==> src/rtl/mem_ctrl_pkg.sv <==
// rtl/mem_ctrl_pkg.sv - shared states, targets and defaults for the memory load sequencer
package mem_ctrl_pkg;

   localparam int DEF_ADDR_W = 9;
   localparam int DEF_DATA_W = 16;
   localparam int DEF_DEPTH  = 512;

   localparam logic TGT_IRAM = 1'b0;
   localparam logic TGT_DRAM = 1'b1;

   typedef enum logic [2:0] {
      IDLE      = 3'd0,
      WAIT_DATA = 3'd1,
      SETUP     = 3'd2,
      WRITE     = 3'd3,
      HOLD      = 3'd4,
      START     = 3'd5,
      RUN       = 3'd6
   } state_e;

endpackage

==> src/rtl/mem_load_ctrl_if.sv <==
// rtl/mem_load_ctrl_if.sv - loader command and word stream handshake bundle
interface mem_load_ctrl_if
   import mem_ctrl_pkg::*;
#(
   parameter int ADDR_W = DEF_ADDR_W,
   parameter int DATA_W = DEF_DATA_W
) ();

   logic              cmd_valid;
   logic              cmd_ready;
   logic              cmd_target;
   logic [ADDR_W-1:0] cmd_base;
   logic [ADDR_W:0]   cmd_len;
   logic              in_valid;
   logic              in_ready;
   logic [DATA_W-1:0] in_data;

   modport master (
      output cmd_valid, cmd_target, cmd_base, cmd_len, in_valid, in_data,
      input  cmd_ready, in_ready
   );

   modport slave (
      input  cmd_valid, cmd_target, cmd_base, cmd_len, in_valid, in_data,
      output cmd_ready, in_ready
   );

endinterface

==> src/rtl/mem_port_mux.sv <==
// rtl/mem_port_mux.sv - combinational loader/CPU selector for the data RAM port
module mem_port_mux #(
   parameter int ADDR_W = 9,
   parameter int DATA_W = 16
) (
   input  logic              cpu_own,
   input  logic [ADDR_W-1:0] ld_addr,
   input  logic [DATA_W-1:0] ld_wdata,
   input  logic              ld_we,
   input  logic [ADDR_W-1:0] cpu_addr,
   input  logic [DATA_W-1:0] cpu_wdata,
   input  logic              cpu_we,
   input  logic              cpu_re,
   output logic [ADDR_W-1:0] mem_addr,
   output logic [DATA_W-1:0] mem_wdata,
   output logic              mem_we,
   output logic              mem_re
);

   // The loader never reads, so mem_re is purely the CPU's and masked otherwise.
   always_comb begin
      mem_addr  = ld_addr;
      mem_wdata = ld_wdata;
      mem_we    = ld_we;
      mem_re    = 1'b0;
      if (cpu_own) begin
         mem_addr  = cpu_addr;
         mem_wdata = cpu_wdata;
         mem_we    = cpu_we;
         mem_re    = cpu_re;
      end
   end

endmodule

==> src/rtl/mem_load_ctrl.sv <==
// rtl/mem_load_ctrl.sv - boot loader sequencer writing iram/dram with setup/hold margins, then running the CPU
module mem_load_ctrl
   import mem_ctrl_pkg::*;
#(
   parameter int ADDR_W   = DEF_ADDR_W,
   parameter int DATA_W   = DEF_DATA_W,
   parameter int DEPTH    = DEF_DEPTH,
   parameter int WR_SETUP = 1,
   parameter int WR_HOLD  = 1
) (
   input  logic                clk,
   input  logic                rst_n,
   mem_load_ctrl_if.slave      lif,
   input  logic                run_req,
   output logic                cpu_start,
   input  logic                cpu_halt,
   input  logic [ADDR_W-1:0]   cpu_iram_addr,
   input  logic [ADDR_W-1:0]   cpu_dram_addr,
   input  logic [DATA_W-1:0]   cpu_dram_wdata,
   input  logic                cpu_dram_we,
   input  logic                cpu_dram_re,
   output logic [ADDR_W-1:0]   iram_addr,
   output logic [DATA_W-1:0]   iram_wdata,
   output logic                iram_we,
   output logic [ADDR_W-1:0]   dram_addr,
   output logic [DATA_W-1:0]   dram_wdata,
   output logic                dram_we,
   output logic                dram_re,
   output logic                busy,
   output logic                done,
   output logic                err
);

   localparam logic [2:0] ST_IDLE      = IDLE;
   localparam logic [2:0] ST_WAIT_DATA = WAIT_DATA;
   localparam logic [2:0] ST_SETUP     = SETUP;
   localparam logic [2:0] ST_WRITE     = WRITE;
   localparam logic [2:0] ST_HOLD      = HOLD;
   localparam logic [2:0] ST_START     = START;
   localparam logic [2:0] ST_RUN       = RUN;

   localparam logic [3:0]        SETUP_LAST = 4'(WR_SETUP - 1);
   localparam logic [3:0]        HOLD_LAST  = 4'(WR_HOLD - 1);
   localparam logic [ADDR_W+1:0] DEPTH_W    = (ADDR_W+2)'(DEPTH);
   localparam logic [ADDR_W:0]   LEN_ONE    = (ADDR_W+1)'(1);

   logic [2:0]        state_q, state_d;
   logic              tgt_q, tgt_d;
   logic [ADDR_W-1:0] addr_q, addr_d;
   logic [ADDR_W:0]   rem_q, rem_d;
   logic [DATA_W-1:0] data_q, data_d;
   logic [3:0]        cnt_q, cnt_d;
   logic              done_q, done_d;
   logic              err_q, err_d;

   // Bounds check is done one bit wider than base+len can reach so it never wraps.
   logic [ADDR_W+1:0] end_addr;
   assign end_addr = {2'b00, lif.cmd_base} + {1'b0, lif.cmd_len};

   always_comb begin
      state_d = state_q;
      tgt_d   = tgt_q;
      addr_d  = addr_q;
      rem_d   = rem_q;
      data_d  = data_q;
      cnt_d   = cnt_q;
      done_d  = 1'b0;
      err_d   = 1'b0;
      case (state_q)
         ST_IDLE: begin
            if (lif.cmd_valid) begin
               tgt_d  = lif.cmd_target;
               addr_d = lif.cmd_base;
               rem_d  = lif.cmd_len;
               if (lif.cmd_len == '0) begin
                  done_d = 1'b1;
               end else if (end_addr > DEPTH_W) begin
                  err_d = 1'b1;
               end else begin
                  state_d = ST_WAIT_DATA;
               end
            end else if (run_req) begin
               state_d = ST_START;
            end
         end
         ST_WAIT_DATA: begin
            if (lif.in_valid) begin
               data_d  = lif.in_data;
               cnt_d   = '0;
               state_d = ST_SETUP;
            end
         end
         ST_SETUP: begin
            if (cnt_q == SETUP_LAST) begin
               cnt_d   = '0;
               state_d = ST_WRITE;
            end else begin
               cnt_d = cnt_q + 4'd1;
            end
         end
         ST_WRITE: begin
            cnt_d   = '0;
            state_d = ST_HOLD;
         end
         ST_HOLD: begin
            if (cnt_q == HOLD_LAST) begin
               cnt_d = '0;
               rem_d = rem_q - LEN_ONE;
               if (rem_q == LEN_ONE) begin
                  done_d  = 1'b1;
                  state_d = ST_IDLE;
               end else begin
                  addr_d  = addr_q + ADDR_W'(1);
                  state_d = ST_WAIT_DATA;
               end
            end else begin
               cnt_d = cnt_q + 4'd1;
            end
         end
         ST_START: begin
            state_d = ST_RUN;
         end
         ST_RUN: begin
            if (cpu_halt) begin
               state_d = ST_IDLE;
            end
         end
         default: begin
            state_d = ST_IDLE;
         end
      endcase
   end

   always_ff @(posedge clk or negedge rst_n) begin
      if (!rst_n) begin
         state_q <= ST_IDLE;
         tgt_q   <= TGT_IRAM;
         addr_q  <= '0;
         rem_q   <= '0;
         data_q  <= '0;
         cnt_q   <= '0;
         done_q  <= 1'b0;
         err_q   <= 1'b0;
      end else begin
         state_q <= state_d;
         tgt_q   <= tgt_d;
         addr_q  <= addr_d;
         rem_q   <= rem_d;
         data_q  <= data_d;
         cnt_q   <= cnt_d;
         done_q  <= done_d;
         err_q   <= err_d;
      end
   end

   logic              cpu_own;
   logic              ld_active;
   logic              ld_we;
   logic [ADDR_W-1:0] ld_addr;
   logic [DATA_W-1:0] ld_wdata;

   assign cpu_own   = (state_q == ST_RUN);
   assign ld_active = (state_q == ST_SETUP) || (state_q == ST_WRITE) || (state_q == ST_HOLD);
   assign ld_we     = (state_q == ST_WRITE);
   assign ld_addr   = ld_active ? addr_q : '0;
   assign ld_wdata  = ld_active ? data_q : '0;

   // Only the selected target sees the write; the other memory is parked at addr 0.
   always_comb begin
      iram_addr  = '0;
      iram_wdata = '0;
      iram_we    = 1'b0;
      if (cpu_own) begin
         iram_addr = cpu_iram_addr;
      end else if (tgt_q == TGT_IRAM) begin
         iram_addr  = ld_addr;
         iram_wdata = ld_wdata;
         iram_we    = ld_we;
      end
   end

   logic dram_sel;
   assign dram_sel = (tgt_q == TGT_DRAM);

   mem_port_mux #(
      .ADDR_W (ADDR_W),
      .DATA_W (DATA_W)
   ) u_dram_mux (
      .cpu_own   (cpu_own),
      .ld_addr   (dram_sel ? ld_addr : '0),
      .ld_wdata  (dram_sel ? ld_wdata : '0),
      .ld_we     (dram_sel && ld_we),
      .cpu_addr  (cpu_dram_addr),
      .cpu_wdata (cpu_dram_wdata),
      .cpu_we    (cpu_dram_we),
      .cpu_re    (cpu_dram_re),
      .mem_addr  (dram_addr),
      .mem_wdata (dram_wdata),
      .mem_we    (dram_we),
      .mem_re    (dram_re)
   );

   assign lif.cmd_ready = (state_q == ST_IDLE);
   assign lif.in_ready  = (state_q == ST_WAIT_DATA);
   assign cpu_start     = (state_q == ST_START);
   assign busy          = (state_q != ST_IDLE);
   assign done          = done_q;
   assign err           = err_q;

endmodule

==> src/flat_wrapper.sv <==
// flat-port wrapper written by rule: the top's interface ports become plain ports
module mem_load_ctrl_flat import mem_ctrl_pkg::*;
#(
   parameter int ADDR_W   = DEF_ADDR_W,
   parameter int DATA_W   = DEF_DATA_W,
   parameter int DEPTH    = DEF_DEPTH,
   parameter int WR_SETUP = 1,
   parameter int WR_HOLD  = 1
)
  (clk, rst_n, run_req, cpu_start, cpu_halt, cpu_iram_addr, cpu_dram_addr, cpu_dram_wdata, cpu_dram_we, cpu_dram_re, iram_addr, iram_wdata, iram_we, dram_addr, dram_wdata, dram_we, dram_re, busy, done, err, lif_cmd_valid, lif_cmd_target, lif_cmd_base, lif_cmd_len, lif_in_valid, lif_in_data, lif_cmd_ready, lif_in_ready);
  mem_load_ctrl_if #(.ADDR_W(ADDR_W), .DATA_W(DATA_W)) lif_i ();
  input  logic clk;
  input  logic rst_n;
  input  logic run_req;
  output logic cpu_start;
  input  logic cpu_halt;
  input  logic [ADDR_W-1:0] cpu_iram_addr;
  input  logic [ADDR_W-1:0] cpu_dram_addr;
  input  logic [DATA_W-1:0] cpu_dram_wdata;
  input  logic cpu_dram_we;
  input  logic cpu_dram_re;
  output logic [ADDR_W-1:0] iram_addr;
  output logic [DATA_W-1:0] iram_wdata;
  output logic iram_we;
  output logic [ADDR_W-1:0] dram_addr;
  output logic [DATA_W-1:0] dram_wdata;
  output logic dram_we;
  output logic dram_re;
  output logic busy;
  output logic done;
  output logic err;
  input wire logic [$bits(lif_i.cmd_valid)-1:0] lif_cmd_valid;
  input wire logic [$bits(lif_i.cmd_target)-1:0] lif_cmd_target;
  input wire logic [$bits(lif_i.cmd_base)-1:0] lif_cmd_base;
  input wire logic [$bits(lif_i.cmd_len)-1:0] lif_cmd_len;
  input wire logic [$bits(lif_i.in_valid)-1:0] lif_in_valid;
  input wire logic [$bits(lif_i.in_data)-1:0] lif_in_data;
  output wire logic [$bits(lif_i.cmd_ready)-1:0] lif_cmd_ready;
  output wire logic [$bits(lif_i.in_ready)-1:0] lif_in_ready;
  assign lif_i.cmd_valid = lif_cmd_valid;
  assign lif_i.cmd_target = lif_cmd_target;
  assign lif_i.cmd_base = lif_cmd_base;
  assign lif_i.cmd_len = lif_cmd_len;
  assign lif_i.in_valid = lif_in_valid;
  assign lif_i.in_data = lif_in_data;
  assign lif_cmd_ready = lif_i.cmd_ready;
  assign lif_in_ready = lif_i.in_ready;
  mem_load_ctrl #(.ADDR_W(ADDR_W), .DATA_W(DATA_W), .DEPTH(DEPTH), .WR_SETUP(WR_SETUP), .WR_HOLD(WR_HOLD)) u_core (.clk(clk), .rst_n(rst_n), .lif(lif_i), .run_req(run_req), .cpu_start(cpu_start), .cpu_halt(cpu_halt), .cpu_iram_addr(cpu_iram_addr), .cpu_dram_addr(cpu_dram_addr), .cpu_dram_wdata(cpu_dram_wdata), .cpu_dram_we(cpu_dram_we), .cpu_dram_re(cpu_dram_re), .iram_addr(iram_addr), .iram_wdata(iram_wdata), .iram_we(iram_we), .dram_addr(dram_addr), .dram_wdata(dram_wdata), .dram_we(dram_we), .dram_re(dram_re), .busy(busy), .done(done), .err(err));
endmodule
==> config.mk <==
export PLATFORM = sky130hd
export DESIGN_NAME = mem_load_ctrl_flat
export DESIGN_NICKNAME = d
export VERILOG_FILES = /design/src/rtl/mem_ctrl_pkg.sv /design/src/rtl/mem_load_ctrl_if.sv /design/src/rtl/mem_port_mux.sv /design/src/rtl/mem_load_ctrl.sv /design/src/flat_wrapper.sv
export SDC_FILE = /design/constraint.sdc
export NUM_CORES = 1
export LEC_CHECK = 0
export ABC_AREA = 1
export BUFFER_PORTS_ARGS = -buffer_cell sky130_fd_sc_hd__buf_2
export CORE_MARGIN = 10
export CORE_UTILIZATION = 49
export DETAILED_ROUTE_END_ITERATION = 10
export GPL_ROUTABILITY_DRIVEN = 0
export GPL_TIMING_DRIVEN = 0
export PLACE_DENSITY_LB_ADDON = 0.12
export SETUP_SLACK_MARGIN = 0.05
export SYNTH_ARGS = -nofsm -noshare
export SYNTH_HDL_FRONTEND = slang
export SYNTH_SLANG_ARGS = --single-unit
==> constraint.sdc <==
create_clock -name clk -period 2.2 [get_ports clk]
set_clock_uncertainty 0.15 [all_clocks]
set_input_delay 0.22 -clock clk [delete_from_list [all_inputs] [get_ports clk]]
set_output_delay 0.22 -clock clk [all_outputs]
set_load 0.01 [all_outputs]
==> flow_summary_export.csv, run 1 <==
group,metric,value,unit
outcome,status,"finished, violations left",
outcome,violations,"setup timing",
routing,dr.pass1.iters,5,
power_and_ir_drop,seqPwrFrac,26.6,%
finish,drive_above_1_share,32.0,%
power_and_ir_drop,power.internal,2.91,mW
setup_path,end_kind,"output port",
setup_path,crit_slowest_cell,"dfrtp_1",
sta,fin_crit_sh,100,%
global_route,grt.total_usage,21.4,%
cts,clk_latency,0.30,ns
floorplan,die_w,103,um
setup_path,cp_cell_sequence,"nor2_1 > inv_1 > nor2_2 > inv_2 > nand2_4 > inv_4 > nand2_8 > buf_8 > nand2_2 > o21ai_1 > buf_2",
routing,wire_per_inst,15.3,um
setup_path,crit_fanout,8,
setup_path,crit_buf_inv,5,
sta,fmax,454,MHz
power_and_ir_drop,netSwitchingFraction,49.6,%
synth,synth_top_cell_area_share,33.1,%
floorplan,io_pins,137,
power_and_ir_drop,p_clk_share,9.6,%
global_route,grt-ovfl-total,0,
sta,maxSlewHeadroom,31.7,%
synth,synth_seq_cells,45,
routing,ant_nets,0,
floorplan,start_util,50.3,%
cts,cts_made_buffers,5,
sta,fin_hold_ws,0.0623,ns
worst_hold_path,hold_class,"primary input to flip-flop",
run,cap_viol_max_count,0,
synth,synth_cell_type_count,32,
sta,hold_viol_final,0,
floorplan,num_rows,30,
sta,worst_slack,-0.00204,ns
floorplan,dieArea,10700,um2
power_and_ir_drop,p_leak,2.67,nW
placed_design,place.port_buffers,136,
power_and_ir_drop,ir_drop,697,uV
routing,wirelength,12.2,mm
sta,min_period,2.20,ns
synth,synth_nets,625,
floorplan,die_y,103,um
cts,clkTransAtPathRegs,0.09,ns
setup_path,cp_top_family,"buffers and inverters",
synth,synthFlopType,"dfrtp_1",
setup_path,max_stage_delay,0.41,ns
setup_path,worst-r2r-cell-count,12,
routing,vias,4189,
cts,clockBufferDepth,2,
finish,fin_area,4820,um2
global_route,grt_max_degree,46,
worst_hold_path,hold_depth,3,
placed_design,placed_area,4180,um2
power_and_ir_drop,power,5.77,mW
synth,yosys-top-cells-area,"dfrtp_1 (33%), nand2_1 (20%), o21ai_0 (9.3%)",
floorplan,coreArea,6760,um2
sta,finalMaxSlewViolations,0,
routing,drtIter0Drc,261,
synth,async_flop_share,100,%
placed_design,pre_cts_slack,-0.0761,ns
sta,rsz0062_at_grt,"true",
setup_path,worst-setup-path-type,"flip-flop to output port",
cts,ctsRootBufferMaster,"clkbuf_8",
cts,clock-sinks,45,
synth,synth_warnings,0,
setup_path,worstPathArrival,1.83,ns
synth,synth_area_leader_cell,"dfrtp_1",
power_and_ir_drop,p_comb_share,63.8,%
sta,setup_viol,1,
synth,synth_edf_count,0,
synth,syn-instance-count,532,
global_route,grt_pass1_vias,3921,
synth,syn_area,3400,um2
cts,htreeDepth,2,
power_and_ir_drop,p_per_area,1200,nW/um2
global_route,grt_pass1_wl,18.4,mm
setup_path,path_depth,11,
finish,area_growth,42.0,%
finish,fin_nets,804,
synth,synth_area_per_cell,6.39,um2
global_route,antenna_found_initial,0,
setup_path,cp.required,1.83,ns
sta,worst_slew_pin_slew,1.02,ns
routing,drcViolationCount,0,
placed_design,place_hpwl,9.18,mm
routing,via_per_inst,5.28,
power_and_ir_drop,p_sw,2.87,mW
synth,ys_seq_area_share,33.1,%
cts,cts_tree,"done",
setup_path,worstSetupStartpointType,"flip-flop",
## sequential cells by signal (all words and copies together), names as in the netlist
signal	flops
u_core.done	1
u_core.state_q	3
u_core.dram_sel	1
u_core.data_q	16
u_core.cnt_q	4
u_core.addr_q	9
u_core.err	1
u_core.rem_q	10
## layout by cell type (no fill, tap or decap), types with 4 or more instances in the layout
master | netlist | layout
buf_6 | 0 | 4
nand2_4 | 1 | 7
o211ai_1 | 4 | 4
inv_1 | 57 | 56
nor3_1 | 7 | 6
dfrtp_1 | 45 | 43
clkbuf_1 | 12 | 6
nor2_2 | 1 | 4
a2bb2oi_1 | 4 | 4
nor2_1 | 56 | 53
xor2_1 | 7 | 7
o21ai_1 | 1 | 19
clkbuf_8 | 0 | 6
buf_2 | 5 | 139
o22ai_1 | 7 | 7
ha_1 | 14 | 14
nand2_2 | 2 | 13
inv_2 | 4 | 4
o21ai_0 | 63 | 30
nand3_1 | 28 | 26
buf_4 | 0 | 16
a21oi_1 | 16 | 16
nand2_1 | 183 | 165
o21ai_2 | 0 | 14
clkbuf_2 | 0 | 4
dlygate4sd3_1 | 0 | 18
## logic make-up (layout without fill, tap and decap cells)
group	Yosys count	count (layout)	synth area share, %
other cells	0	1	0
xor+xnor	7	7	1.80
buf+inv	81	261	9.28
compound gates	100	100	16.3
flops	45	45	33.1
fa+ha+maj	15	15	5.75
simple gates	284	284	33.7
## timing repair
item / 4_1_cts / 5_1_grt
endpoints found under the setup margin: 50 / 65
gates cloned: 2 / 0
hold buffers: 18 / 0
setup buffers: 8 / 9
pin swaps: 5 / 12
resized for setup: 46 / 59
hold endpoints to repair: 62 / 0
## metal layers
layer	GRT usage, %	vias up	share of wire [%]
met1	26.2	1942	40
met2	36.4	164	50
met3	5.05	19	8.5
met5	0	-	0
met4	6.10	0	1.7
li1	-	2064	-
## cells in the mapped netlist, types with 2 or more instances
library cell	n
nor3_1	7
dfrtp_1	45
o22ai_1	7
a31oi_1	2
o21ai_0	63
nand3_1	28
clkbuf_1	12
ha_1	14
nand2_2	2
buf_2	5
nand4_1	2
a2bb2oi_1	4
nand2_1	183
xor2_1	7
inv_2	4
inv_1	57
clkinv_1	2
o211ai_1	4
nor2_1	56
a21oi_1	16
## power by group through the flow
stage / Clock [mW] / Sequential, mW / Combinational, mW
2_1_floorplan: 0 / 1.40 / 1.96
3_3_place_gp: 0 / 1.45 / 2.84
3_5_place_dp: 0 / 1.47 / 2.91
4_1_cts: 0.554 / 1.49 / 3.32
5_1_grt: 0.585 / 1.58 / 4.06
6_report: 0.556 / 1.54 / 3.68
## through the flow
step	cells	util [%]	setup TNS, ns
2_1_floorplan	532	-	0
3_5_place_dp	748	61.8	-0.565
6_report	793	71.4	-0.00204
5_1_grt	792	71.3	-4.05
3_3_place_gp	748	61.8	-0.230
4_1_cts	783	68.3	0
## area by class of cell
type                    count  area, um2
plain buffers              16       88.8
clock buffers               6       82.6
diodes                      1       2.50
clock inverters             2       13.8
inverters                  64        253
well taps                  80        100
multi-input cells         406       2130
fillers                   572       1930
flip-flops and latches     45       1130
repair buffers            173       1020
## worst min-delay path, cell delays in order
cell	delay, ns
buf_2	0.11
o211ai_1	0.09
nand2_1	0.06
## path summary, 6_finish.rpt
path	startpoint	to	slack (ns)
setup / recovery	u_core.state_q[1]	dram_addr[5]	-0.002
hold / removal	lif_cmd_len[3]	u_core.rem_q[3]	0.06
setup reg to reg	u_core.state_q[1]	u_core.addr_q[6]	0.12
hold reg to reg	u_core.data_q[0]	u_core.data_q[0]	0.34
max in group asynchronous	rst_n	u_core.state_q[2]	0.71
min in group asynchronous	rst_n	u_core.rem_q[2]	0.48
No activity file was read; power rests on OpenSTA's default activity.
==> run 2, diff against run 1 <==
--- a/config.mk
+++ b/config.mk
@@ -12,6 +12,7 @@
 export DETAILED_ROUTE_END_ITERATION = 10
 export GPL_ROUTABILITY_DRIVEN = 0
 export GPL_TIMING_DRIVEN = 0
+export MAX_ROUTING_LAYER = met4
 export PLACE_DENSITY_LB_ADDON = 0.12
 export SETUP_SLACK_MARGIN = 0.05
 export SYNTH_ARGS = -nofsm -noshare
==> run 2 against run 1 <==
Effect of this change:
- the run still ends with setup timing left
- hold slack better by 0.00083 ns
- sequential cell count did not move
- design area about the same
- global-route usage increased by 0.57 points
- clock-buffer cell count unchanged
- sequential share of layout area barely moved
- worst setup slack worse by 0.0070 ns
- core utilization is 0.055 points higher
- clock power up 0.7%
- critical path depth unchanged
- die area unchanged
- first-iteration DRC count rose by 13%
- largest cell class unchanged
- largest power group unchanged
==> flow_summary_export.csv, run 2 (synthesis results as in run 1) <==
group,metric,value,unit
outcome,status,"finished, violations left",
outcome,violations,"setup timing",
sta,rsz0062_at_grt,"true",
routing,via_per_inst,5.29,
floorplan,dieArea,10700,um2
sta,min_period,2.21,ns
sta,fin_crit_sh,100,%
power_and_ir_drop,power,5.79,mW
global_route,antenna_found_initial,0,
routing,ant_nets,0,
cts,cts_made_buffers,5,
finish,area_growth,42.1,%
finish,post-route-util,71.4,%
global_route,grt.total_usage,21.9,%
placed_design,place.port_buffers,136,
finish,drive_above_1_share,31.9,%
sta,hold_viol_final,0,
setup_path,end_kind,"output port",
setup_path,worst-setup-path-type,"flip-flop to output port",
setup_path,worstPathArrival,1.84,ns
routing,wire_per_inst,15.4,um
setup_path,crit_buf_inv,5,
routing,drtIter0Drc,295,
power_and_ir_drop,p_per_area,1200,nW/um2
cts,clkTransAtPathRegs,0.09,ns
placed_design,place_hpwl,9.18,mm
global_route,grt_max_degree,46,
cts,cts_tree,"done",
sta,finalMaxSlewViolations,0,
cts,htreeDepth,2,
routing,vias,4193,
finish,fin_area,4830,um2
sta,fmax,453,MHz
floorplan,num_rows,30,
routing,drcViolationCount,0,
placed_design,placed_area,4180,um2
sta,tns,-0.00901,ns
finish,final_cells,793,
sta,maxSlewHeadroom,33.7,%
power_and_ir_drop,seqPwrFrac,26.5,%
sta,fin_hold_ws,0.0631,ns
cts,clk_latency,0.30,ns
placed_design,place_inst,748,
cts,clock-sinks,45,
sta,worst_slack,-0.00901,ns
finish,fin_nets,804,
global_route,grt-ovfl-total,0,
global_route,gr-usage-met3,4.05,%
power_and_ir_drop,p_sw,2.88,mW
run,cap_viol_max_count,0,
floorplan,die_y,103,um
power_and_ir_drop,p_leak,2.68,nW
finish,final_cell_mix,"nand2_1 (166), buf_2 (139), inv_1 (56), nor2_1 (53), dfrtp_1 (43)",
floorplan,io_pins,137,
placed_design,pre_cts_slack,-0.0761,ns
global_route,top_usage_layer,"met2",
power_and_ir_drop,power.internal,2.91,mW
finish,reg_top3,"u_core.data_q x16, u_core.rem_q x10, u_core.addr_q x9",
setup_path,max_stage_delay,0.41,ns
global_route,grt_util_met2,36.4,%
floorplan,die_w,103,um
setup_path,worstSetupStartpointType,"flip-flop",
routing,dr.pass1.iters,5,
worst_hold_path,hold_class,"primary input to flip-flop",
floorplan,coreArea,6760,um2
floorplan,start_util,50.3,%
routing,wirelength,12.2,mm
power_and_ir_drop,p_clk_share,9.7,%
setup_path,crit_fanout,8,
finish,largest_reg_flops,16,
global_route,grt_pass1_vias,3924,
power_and_ir_drop,p_comb_share,63.8,%
cts,clockBufferDepth,2,
setup_path,cp_top_family,"buffers and inverters",
sta,setup_viol,1,
sta,worst_slew_pin_slew,0.994,ns
cts,ctsRootBufferMaster,"clkbuf_8",
setup_path,cp_cell_sequence,"nor2_1 > inv_1 > nor2_2 > inv_2 > nand2_4 > inv_4 > nand2_8 > buf_8 > nand2_2 > o21ai_1 > buf_2",
setup_path,crit_slowest_cell,"dfrtp_1",
global_route,grt_pass1_wl,18.4,mm
power_and_ir_drop,ir_drop,699,uV
setup_path,cp.required,1.83,ns
finish,mostFrequentLayoutCell,"nand2_1",
power_and_ir_drop,netSwitchingFraction,49.7,%
finish,top_register,"u_core.data_q",
global_route,met1_usage,26.8,%
## run 2: cell counts in the layout (fill, tap and decap cells not counted)
Identical to the previous run, type by type.
## run 2: worst paths after layout
kind,endpoint,startpoint,slack [ns],depth (start not counted)
min in group asynchronous,u_core.rem_q[2],rst_n,0.47,2
max in group asynchronous,u_core.state_q[2],rst_n,0.74,2
worst min-delay path,u_core.rem_q[3],lif_cmd_len[3],0.06,3
worst max register to register,u_core.addr_q[6],u_core.state_q[1],0.15,12
worst max-delay path,dram_addr[5],u_core.state_q[1],-0.009,11
worst min register to register,u_core.data_q[3],u_core.data_q[3],0.34,2
## run 2: routing by layer
metal / share of wire (%) / wire length (um)
met1: 41 / 5040
met2: 50 / 6050
met3: 7.5 / 915
met4: 1.6 / 197
met5: 0 / 0
## run 2: area by class of cell
class / count / area [um2]
antenna: 1 / 2.50
buffer: 16 / 88.8
clock buffer: 6 / 82.6
clock inverter: 2 / 13.8
fill: 575 / 1930
inverter: 64 / 253
multi-input combinational: 406 / 2130
sequential: 45 / 1130
tap: 80 / 100
timing repair buffer: 173 / 1020
## run 2: what timing repair did
action,in CTS,in global routing
endpoints found under the hold margin,62,0
setup buffers,8,9
pin swaps,5,12
resized for setup,46,59
gates cloned,2,0
hold buffers,18,0
setup endpoints to repair,50,65
## run 2: power by group through the flow
stage                     combinational, mW  clock, mW  sequential (mW)
after global placement                 2.84          0             1.45
after global routing                   4.08      0.585             1.58
final                                  3.69      0.560             1.53
after floorplan                        1.96          0             1.40
after CTS                              3.32      0.554             1.49
after detailed placement               2.91          0             1.47
## run 2: worst min-delay path, stage by stage
cell	delay, ns
buf_2	0.11
o211ai_1	0.09
nand2_1	0.06
==> run 3, diff against run 2 <==
--- a/config.mk
+++ b/config.mk
@@ -15,6 +15,7 @@
 export MAX_ROUTING_LAYER = met4
 export PLACE_DENSITY_LB_ADDON = 0.12
 export SETUP_SLACK_MARGIN = 0.05
+export SKIP_CTS_REPAIR_TIMING = 1
 export SYNTH_ARGS = -nofsm -noshare
 export SYNTH_HDL_FRONTEND = slang
 export SYNTH_SLANG_ARGS = --single-unit
==> run 3 against run 2 <==
Effect of this change:
- the run ends with hold timing, setup timing left
- critical path depth unchanged
- non-clock buffer count down 9
- global-route usage down 1.3 points
- total power down 0.75%
- register-to-register slack better by 0.02 ns
- sequential power about the same
- core utilization down 0.72 points
- fmax down 0.19%
- worst setup slack worse by 0.0041 ns
- critical path type unchanged
- largest cell class unchanged
==> flow_summary_export.csv, run 3 (synthesis results as in run 1) <==
group,metric,value,unit
setup_path,worstSetupStartpointType,"flip-flop",
floorplan,num_rows,30,
floorplan,coreArea,6760,um2
finish,fin_nets,795,
routing,wirelength,12.1,mm
sta,worst_slew_pin_slew,1.01,ns
power_and_ir_drop,p_per_area,1200,nW/um2
routing,wire_per_inst,15.5,um
placed_design,place_inst,748,
outcome,violations,"hold timing, setup timing",
sta,min_period,2.21,ns
global_route,grt-ovfl-total,0,
floorplan,start_util,50.3,%
setup_path,rr_startpoint,"u_core.state_q[0]",
cts,htreeDepth,2,
setup_path,worst-setup-path-type,"flip-flop to output port",
routing,highest_layer,"met4",
finish,post-route-util,70.7,%
setup_path,cp.required,1.83,ns
sta,worst_slack,-0.0131,ns
finish,final_cells,783,
routing,drtIter0Drc,225,
setup_path,reg2reg_slack,0.17,ns
sta,fin_crit_sh,101,%
sta,finalMaxSlewViolations,0,
finish,nFillCells,572,
routing,dr.pass1.iters,5,
floorplan,dieArea,10700,um2
setup_path,rr_endpoint,"u_core.rem_q[3]",
setup_path,crit_end,"dram_wdata[13]",
floorplan,die_w,103,um
finish,drive_above_1_share,31.2,%
floorplan,io_pins,137,
placed_design,pre_cts_slack,-0.0761,ns
cts,clk_latency,0.30,ns
routing,dr_wl_met2,6.12,mm
placed_design,place_hpwl,9.18,mm
sta,hold_viol_final,46,
cts,clockBufferDepth,2,
cts,clock-sinks,45,
cts,cts_tree,"done",
setup_path,cp-startpoint,"u_core.state_q[0]",
placed_design,place.port_buffers,136,
sta,maxSlewHeadroom,32.9,%
power_and_ir_drop,power,5.74,mW
run,cap_viol_max_count,0,
routing,wl_met3,828,um
setup_path,worst-r2r-cell-count,11,
cts,clkTransAtPathRegs,0.09,ns
floorplan,die_y,103,um
routing,drcViolationCount,0,
global_route,grt_max_degree,46,
power_and_ir_drop,ir_drop,721,uV
finish,fin_area,4780,um2
global_route,grt_pass1_wl,17.4,mm
setup_path,end_kind,"output port",
finish,largest_reg_flops,16,
global_route,grt.total_usage,20.6,%
finish,mostFrequentLayoutCell,"nand2_1",
global_route,grt_pass1_vias,3736,
finish,antenna_cells,0,
sta,setup_viol,3,
sta,fin_hold_ws,-0.0705,ns
setup_path,worstPathArrival,1.84,ns
routing,vias,4118,
finish,final_cell_mix,"nand2_1 (168), buf_2 (137), inv_1 (55), nor2_1 (51), dfrtp_1 (43)",
power_and_ir_drop,p_leak,2.64,nW
routing,wl_met1,5.00,mm
placed_design,placed_area,4180,um2
cts,cts_made_buffers,5,
global_route,antenna_found_initial,0,
cts,ctsRootBufferMaster,"clkbuf_8",
finish,top_register,"u_core.data_q",
worst_hold_path,hold_class,"primary input to asynchronous set/reset pin",
routing,ant_nets,0,
sta,fmax,452,MHz
setup_path,crit_fanout,8,
finish,area_growth,40.6,%
outcome,status,"finished, violations left",
routing,via_per_inst,5.26,
sta,rsz0062_at_grt,"true",
finish,reg_top3,"u_core.data_q x16, u_core.rem_q x10, u_core.addr_q x9",
## run 3: worst min path at each step
| stage | from | end | slack (ns) | depth (start not counted) |
|---|---|---|---|---|
| after global routing | rst_n | u_core.rem_q[2] | 0.007 | 1 |
| after global placement | lif_in_data[2] | u_core.data_q[2] | 0.27 | 3 |
| final | rst_n | u_core.rem_q[2] | -0.07 | 1 |
| after CTS | lif_in_data[0] | u_core.data_q[0] | -0.04 | 3 |
| after floorplan | rst_n | u_core.addr_q[0] | -0.23 | 0 |
| after detailed placement | lif_in_data[15] | u_core.data_q[15] | 0.27 | 3 |
## run 3: layout make-up
type | count | area, um2 | area share (%)
multi-input cells | 406 | 2130 | 44.5
well taps | 80 | 100 | 2.10
clock buffers | 6 | 82.6 | 1.73
repair buffers | 164 | 975 | 20.4
inverters | 64 | 251 | 5.26
plain buffers | 16 | 100 | 2.10
clock inverters | 2 | 13.8 | 0.288
flip-flops and latches | 45 | 1130 | 23.6
## run 3: metrics by stage
step,setup TNS [ns],hold WS (ns)
floorplan,0,-0.226
global placement,-0.230,0.267
detailed placement,-0.565,0.271
CTS,-13.89,-0.0383
global route,-3.34,0.00688
finish,-0.0262,-0.0705
## run 3: power by group
group          leakage, nW  internal [mW]  switching (mW)  total, mW
clock network       0.0512          0.255           0.300      0.556
registers            0.555           1.19           0.353       1.55
logic                 2.04           1.44            2.20       3.64
## run 3: critical path, cell delays in order (launching register included)
cell     delay, ns
dfrtp_1       0.43
nor2_2        0.13
inv_2         0.06
nor2_4        0.11
inv_2         0.06
nand2_4       0.08
inv_4         0.05
nand2_8       0.09
buf_8         0.15
nand2_4       0.06
o21ai_0       0.15
buf_2         0.16
## run 3: metal layers
| layer | global-route usage, % | vias to the layer above |
|---|---|---|
| li1 | - | 2042 |
| met1 | 25.6 | 1900 |
| met2 | 33.7 | 155 |
| met3 | 3.92 | 21 |
| met4 | 5.56 | 0 |
| met5 | - | - |
